<file path="config.mk">
export PLATFORM = sky130hd
export DESIGN_NAME = color_stabilizer
export DESIGN_NICKNAME = d
export VERILOG_FILES = /design/src/rtl/color_stabilizer_pkg.sv /design/src/rtl/color_debounce.sv /design/src/rtl/color_stabilizer.sv
export SDC_FILE = /design/constraint.sdc
export NUM_CORES = 1
export LEC_CHECK = 0
export BUFFER_PORTS_ARGS = -buffer_cell sky130_fd_sc_hd__buf_2
export CAP_MARGIN = 40
export CORE_MARGIN = 2
export CORE_UTILIZATION = 30
export CTS_CLUSTER_SIZE = 16
export DETAILED_ROUTE_END_ITERATION = 12
export SLEW_MARGIN = 20
export SYNTH_ARGS = -nofsm -noshare
export SYNTH_HDL_FRONTEND = slang
export SYNTH_SLANG_ARGS = --single-unit
</file>
<file path="constraint.sdc">
create_clock -name clkus -period 2.75 [get_ports clkus]
set_input_delay 0.55 -clock clkus [delete_from_list [all_inputs] [get_ports clkus]]
set_output_delay 0.55 -clock clkus [all_outputs]
set_load 0.02 [all_outputs]
</file>
<file path="src/rtl/color_stabilizer_pkg.sv">
// Shared color definitions for the color path (interpretation -> stabilizer -> Core).
package color_stabilizer_pkg;

  // 2-bit color code as produced by the interpretation stage
  typedef logic [1:0] color_t;

  localparam color_t COLOR_NONE  = 2'd0;
  localparam color_t COLOR_RED   = 2'd1;
  localparam color_t COLOR_GREEN = 2'd2;
  localparam color_t COLOR_BLUE  = 2'd3;

  // Channel indices inside the stabilizer (object, station)
  localparam int NUM_CH = 2;
  localparam int CH_OBJ = 0;
  localparam int CH_STA = 1;

  // Pending-event record handed to Core
  typedef struct packed {
    logic   valid;
    color_t color;
  } evt_t;

  // True for any real color (everything except "none")
  function automatic logic is_color(input color_t c);
    return c != COLOR_NONE;
  endfunction

endpackage

</file>
<file path="src/rtl/color_debounce.sv">
// One color channel: debounce a raw 2-bit code, hold the stable value, and
// present non-zero transitions as a valid/ack event.
// Optional macro COLOR_OVERRUN_EN builds a sticky overrun flag.
module color_debounce
  import color_stabilizer_pkg::*;
#(
  parameter int STABLE_US = 24000
) (
  input  logic   clkus,
  input  logic   rst_n,
  input  color_t i_raw,
  input  logic   i_ack,
  output color_t o_stable,
  output evt_t   o_evt,
  output logic   o_overrun
);

  localparam int               CNT_W   = (STABLE_US > 1) ? $clog2(STABLE_US) : 1;
  localparam logic [CNT_W-1:0] CNT_MAX = CNT_W'(STABLE_US - 1);

  color_t           r_cand;
  logic [CNT_W-1:0] r_cnt;
  color_t           r_stable;
  evt_t             r_evt;

  logic w_same;
  logic w_settled;
  logic w_commit;
  logic w_new_evt;
  logic w_ack;

  // Candidate has been held long enough and differs from what is committed
  assign w_same    = (i_raw == r_cand);
  assign w_settled = w_same && (r_cnt == CNT_MAX);
  assign w_commit  = w_settled && (r_stable != r_cand);
  assign w_new_evt = w_commit && is_color(r_cand);
  assign w_ack     = r_evt.valid && i_ack;

  // Track the candidate code and how long it has been held (saturating)
  always_ff @(posedge clkus or negedge rst_n) begin
    if (!rst_n) begin
      r_cand <= COLOR_NONE;
      r_cnt  <= '0;
    end else if (!w_same) begin
      r_cand <= i_raw;
      r_cnt  <= '0;
    end else if (r_cnt != CNT_MAX) begin
      r_cnt  <= r_cnt + CNT_W'(1);
    end
  end

  // Commit the candidate as the stable color
  always_ff @(posedge clkus or negedge rst_n) begin
    if (!rst_n)        r_stable <= COLOR_NONE;
    else if (w_commit) r_stable <= r_cand;
  end

  // Event handshake: a new commit beats a same-edge ack
  always_ff @(posedge clkus or negedge rst_n) begin
    if (!rst_n) begin
      r_evt <= '0;
    end else if (w_new_evt) begin
      r_evt.valid <= 1'b1;
      r_evt.color <= r_cand;
    end else if (w_ack) begin
      r_evt.valid <= 1'b0;
    end
  end

`ifdef COLOR_OVERRUN_EN
  logic r_overrun;

  // Sticky: a pending event was replaced without Core having taken it
  always_ff @(posedge clkus or negedge rst_n) begin
    if (!rst_n)                                     r_overrun <= 1'b0;
    else if (w_new_evt && r_evt.valid && !i_ack)    r_overrun <= 1'b1;
  end

  assign o_overrun = r_overrun;
`else
  assign o_overrun = 1'b0;
`endif

  assign o_stable = r_stable;
  assign o_evt    = r_evt;

endmodule

</file>
<file path="src/rtl/color_stabilizer.sv">
// Debounces the object and station color codes and turns committed non-zero
// colors into valid/ack events for Core. All outputs are registered.
// Optional macro COLOR_OVERRUN_EN enables the sticky overrun flags.
module color_stabilizer
  import color_stabilizer_pkg::*;
#(
  parameter int STABLE_US = 24000
) (
  input  logic       clkus,
  input  logic       rst_n,
  input  logic [1:0] object_color,
  input  logic [1:0] station_color,
  output logic [1:0] object_color_stable,
  output logic [1:0] station_color_stable,
  output logic       object_evt_valid,
  output logic [1:0] object_evt_color,
  input  logic       object_evt_ack,
  output logic       station_evt_valid,
  output logic [1:0] station_evt_color,
  input  logic       station_evt_ack,
  output logic       object_overrun,
  output logic       station_overrun
);

  color_t [NUM_CH-1:0] w_raw;
  color_t [NUM_CH-1:0] w_stable;
  evt_t   [NUM_CH-1:0] w_evt;
  logic   [NUM_CH-1:0] w_ack;
  logic   [NUM_CH-1:0] w_ovr;

  // Gather per-channel inputs into lane arrays
  always_comb begin
    w_raw         = '0;
    w_ack         = '0;
    w_raw[CH_OBJ] = object_color;
    w_raw[CH_STA] = station_color;
    w_ack[CH_OBJ] = object_evt_ack;
    w_ack[CH_STA] = station_evt_ack;
  end

  for (genvar g = 0; g < NUM_CH; g++) begin : g_ch
    color_debounce #(
      .STABLE_US (STABLE_US)
    ) u_deb (
      .clkus     (clkus),
      .rst_n     (rst_n),
      .i_raw     (w_raw[g]),
      .i_ack     (w_ack[g]),
      .o_stable  (w_stable[g]),
      .o_evt     (w_evt[g]),
      .o_overrun (w_ovr[g])
    );
  end

  assign object_color_stable  = w_stable[CH_OBJ];
  assign object_evt_valid     = w_evt[CH_OBJ].valid;
  assign object_evt_color     = w_evt[CH_OBJ].color;
  assign object_overrun       = w_ovr[CH_OBJ];

  assign station_color_stable = w_stable[CH_STA];
  assign station_evt_valid    = w_evt[CH_STA].valid;
  assign station_evt_color    = w_evt[CH_STA].color;
  assign station_overrun      = w_ovr[CH_STA];

endmodule

</file>
**Word-level counts from Yosys, hierarchy flattened**

Cells that the tools add are included.

- Bits in registers: 44
- Input port bits: 8

- Add/sub/neg operators: 2
- Reductions and logical operators: 12
- Equality and inequality tests: 10
- Multiplexer cells: 8

Operator list:

| operator | number |
|---|---|
| two-way mux 15 bit | 4 |
| adder 15 x 1 -> 15 bit (second input constant) | 2 |
| == test 15 bit (second input constant) | 2 |
| != test 15 bit (second input constant) | 2 |
| logical AND 1 bit | 8 |
| nonzero test 2 bit | 4 |
| == test 2 bit | 2 |
| two-way mux 1 bit | 4 |
| != test 2 bit | 2 |
| != test 2 bit (second input constant) | 2 |

**Logic depth before layout (Yosys ltp)**

- Word-level depth: 5
- Mapped depth: 6

**By module**

From an unflattened synthesis, not the netlist that was laid out.

- Cell total of the unflattened synthesis: 222
- Area total of the unflattened synthesis: 2,244.7 µm²

Modules (own cells, without submodules):

| module | times used | area each (µm²) | cells each |
|---|---|---|---|
| color_debounce | 2 | 1,122.3 | 111 |

**Worst setup path after synthesis**

No wires, ideal clock.

- Path type: flip-flop to flip-flop
- Start: register g_ch[1].u_deb.r_cnt[6]
- End: register g_ch[1].u_deb.r_evt (netlist bit g_ch[1].u_deb.o_evt[1])
- Slack: 0.786 ns
- Required time: 2.617 ns
- Path buffers: 0
- Arrival time: 1.831 ns
- Stages on the path, launching flop included: 5
- Cells stage by stage: dfrtp_1 -> or4b_4 -> or4_4 -> o32ai_1 -> a211oi_2

- Word-level cells in the longest chain between the ends: 4

RTL lines:

| item | line | RTL |
|---|---|---|
| from (decl) | color_debounce.sv:22 | `logic [CNT_W-1:0] r_cnt;` |
| from (signal assigned) | color_debounce.sv:48 | `r_cnt <= r_cnt + CNT_W'(1);` |
| == test 15 bit | color_debounce.sv:34 | `assign w_settled = w_same && (r_cnt == CNT_MAX);` |
| logical AND 1 bit | color_debounce.sv:34 |  |
| logical AND 1 bit | color_debounce.sv:35 | `assign w_commit = w_settled && (r_stable != r_cand);` |
| logical AND 1 bit | color_debounce.sv:36 | `assign w_new_evt = w_commit && is_color(r_cand);` |
| to (decl) | color_debounce.sv:24 | `evt_t r_evt;` |

Every way passes these cells.
A chain may end at the register's enable or synchronous reset.

**Final worst setup path**

Same ends and word-level chain as after synthesis.

==> metrics.txt <==
run status=complete, no violations; wire per inst=13.0 um; maximum number of pins on one net before global-route repair=19; cell with the most instances after synthesis=sky130_fd_sc_hd__dfrtp_1; share of total power in combinational logic=0.057; number of clock sinks=44; Pre-Repair DR Iteration Count=4; number of antenna violations at the first check in global routing=0; final-stage net count=270; area of the multi-input gates=1180 um^2; commonest register cell after synthesis=sky130_fd_sc_hd__dfrtp_1; I/O Pins=20; Worst setup EP type=flip-flop; CTS clock-pin slew for the worst setup and hold paths=90 ps; die area=8730 um^2; Syn Std Cell Area=2400 um^2; total global routing track utilization=0.116; highest ir drop seen on vdd=0.000176 V; stage delay of the slowest cell on the critical path=590 ps; worst min path class=primary input to asynchronous set/reset pin; unrepaired setup endpoints after global routing=false; Setup TNS=0 ps; via count of the first global-routing pass=1,764; biggest area contributors in the synthesized netlist=sky130_fd_sc_hd__dfrtp_1 46%, sky130_fd_sc_hd__xor2_1 4.0%, sky130_fd_sc_hd__a21oi_1 2.9%; WL final=4720 um; clock latency on the worst-skew pair=300 ps; sequence of cells on the critical path=or4b_4, or4_4, o32ai_1, a211oi_2; sequential power share=0.543; number of hold violations in the final report=0; WHS=167 ps; Bufs on Longest Clock Path=2; cell at the root of the clock tree=sky130_fd_sc_hd__clkbuf_8; DR iter-0 viols=83; effective utilization at floorplan=0.311; Arrival @ worst endpoint=2280 ps; Mapped Avg Cell Area=9.72 um^2; Seq/Total Area, Yosys=0.459; antenna diode count=0; count of H-tree levels built during CTS=2; flip-flop and latch count after synthesis=44; Crit-path slowest cell=sky130_fd_sc_hd__or4_4; crit path max fanout=8; first-pass GRT wire length=8280 um; fill cell total of the finished layout=793; area of the core region=7730 um^2; TritonCTS clock tree=built; Post CTS Setup Buffer Count=0; Final Skew=11.6 ps; power spent charging and discharging nets=286 uW; Std-Cell Rows=32; post-cts gate resize count=0; area taken by flip-flops and latches=1100 um^2; die height=93.5 um; x dimension of the die=93.5 um; static power due to leakage=0.00108 uW; post-synthesis cell type count=46; worst slack after detailed placement=692 ps; warning count from the yosys run=0; switching share of power=0.232; count of port buffers added during placement=17; cell taking the most area after synthesis=sky130_fd_sc_hd__dfrtp_1; synthesized netlist cell count=247; fin crit share=0.767; post-detailed-route count of antenna-violating nets=0; async set-or-reset flop fraction in the synthesized netlist=1.00; final worst-path setup slack=642 ps; half-perimeter wire length after placement=3290 um; via count of the routed design=1,872; Slew Viols, Final=0; Req. time, crit path=2920 ps; clock power share=0.400; number of standard cells in the layout, taps in and fillers out=363; via-per-instance ratio=5.16; fmax=0.474 GHz; placed cell count=355; final setup violating endpoints=0; Int Power=946 uW; area share of the leading cell type in the synthesized netlist=0.459; synthesis-to-layout area growth=11.3%; final weighted congestion of routability-driven global placement=0.824; ratio of total power to cell area=461 nW/um^2; fraction of layout instances using a drive strength above 1=0.180; final critical path time including I/O delays and setup=2110 ps; max-cap violations=0; CTS Buf Count=5; CP startpoint kind=flip-flop; count of hold buffers inserted by post-cts repair=0; utilization of the core after routing=0.346; most common library cells after synthesis=44 x sky130_fd_sc_hd__dfrtp_1, 17 x sky130_fd_sc_hd__nor2_1, 16 x sky130_fd_sc_hd__nand2_1; number of remaining DRC errors=0; total gr overflow=0; number of synthesized flops with an enable pin=0; class of the most critical setup path=flip-flop to flip-flop
==> path summary, 6_finish.rpt <==
path | startpoint | endpoint | slack [ps] | cells past startpoint
max in group asynchronous | rst_n | g_ch[0].u_deb.r_cnt[9] | 2010 | 2
min in group clkus | station_color[1] | g_ch[1].u_deb.r_cand[1] | 380 | 1
min | rst_n | g_ch[1].u_deb.r_cnt[10] | 170 | 1
min reg2reg | g_ch[0].u_deb.o_evt[2] | g_ch[0].u_deb.o_evt[2] | 530 | 2
max | g_ch[1].u_deb.r_cnt[6] | g_ch[1].u_deb.o_evt[1] | 640 | 4
max reg2reg | g_ch[1].u_deb.r_cnt[6] | g_ch[1].u_deb.o_evt[1] | 640 | 4
==> layout by cell type (no fill, tap or decap), types with 5 or more instances in the layout <==
cell type and count:
sky130_fd_sc_hd__or4_1 5, sky130_fd_sc_hd__o21ai_0 13, sky130_fd_sc_hd__buf_2 17, sky130_fd_sc_hd__inv_1 10, sky130_fd_sc_hd__a21oi_1 14, sky130_fd_sc_hd__nor3_1 5, sky130_fd_sc_hd__clkbuf_8 5, sky130_fd_sc_hd__nor2_1 17
sky130_fd_sc_hd__xnor2_1 7, sky130_fd_sc_hd__xor2_1 11, sky130_fd_sc_hd__nand2_1 16, sky130_fd_sc_hd__nand4_1 6, sky130_fd_sc_hd__nand3_1 13, sky130_fd_sc_hd__or3_1 8, sky130_fd_sc_hd__dfrtp_1 44
==> power by group through the flow <==
| stage | clock network, uW | logic [uW] | registers, uW |
|---|---|---|---|
| detailed placement | 0 | 72.9 | 682 |
| floorplan | 0 | 53.6 | 674 |
| CTS | 506 | 73.0 | 669 |
| global placement | 0 | 71.9 | 682 |
| finish | 492 | 70.6 | 669 |
| global route | 532 | 82.8 | 671 |
==> flip-flops by register name, indices dropped and copies added (netlist names) <==
name                 count
g_ch.u_deb.o_evt         6
g_ch.u_deb.o_stable      4
g_ch.u_deb.r_cand        4
g_ch.u_deb.r_cnt        30
==> worst max-delay path: cells and delay by family, from the launching register on <==
family / cells / cell delay [ps]
AOI/OAI and AO/OA: 2 / 380
DFF: 1 / 460
and+or+nand+nor: 2 / 1150
==> layer usage <==
layer,GRT usage,share of wire
met2,0.176,0.47
met1,0.163,0.49
met3,0.0274,0.027
met4,0.0392,0.012
met5,0,0
==> cell families after synthesis <==
| logic type | after synthesis | synth area share |
|---|---|---|
| compound gates | 53 | 0.145 |
| xor+xnor | 18 | 0.0657 |
| fa+ha+maj | 2 | 0.0104 |
| buf+inv | 26 | 0.0500 |
| flops | 44 | 0.459 |
| mux | 3 | 0.0141 |
| other cells | 1 | 0.00156 |
| simple gates | 100 | 0.254 |
==> per-stage QoR <==
stage               cell area [um^2]  power [uW]
floorplan                       2400         727
global placement                2560         754
detailed placement              2560         755
CTS                             2670        1250
global route                    2670        1290
finish                          2670        1230
==> final cells by class <==
type | instances | share of cell area
Multi-Input combinational cell | 178 | 0.443
Sequential cell | 44 | 0.412
Inverter | 10 | 0.0140
Timing Repair Buffer | 21 | 0.0431
Tap cell | 102 | 0.0478
Clock inverter | 2 | 0.0131
Clock buffer | 6 | 0.0272
Note: power is estimated with default switching activity, not from simulation.
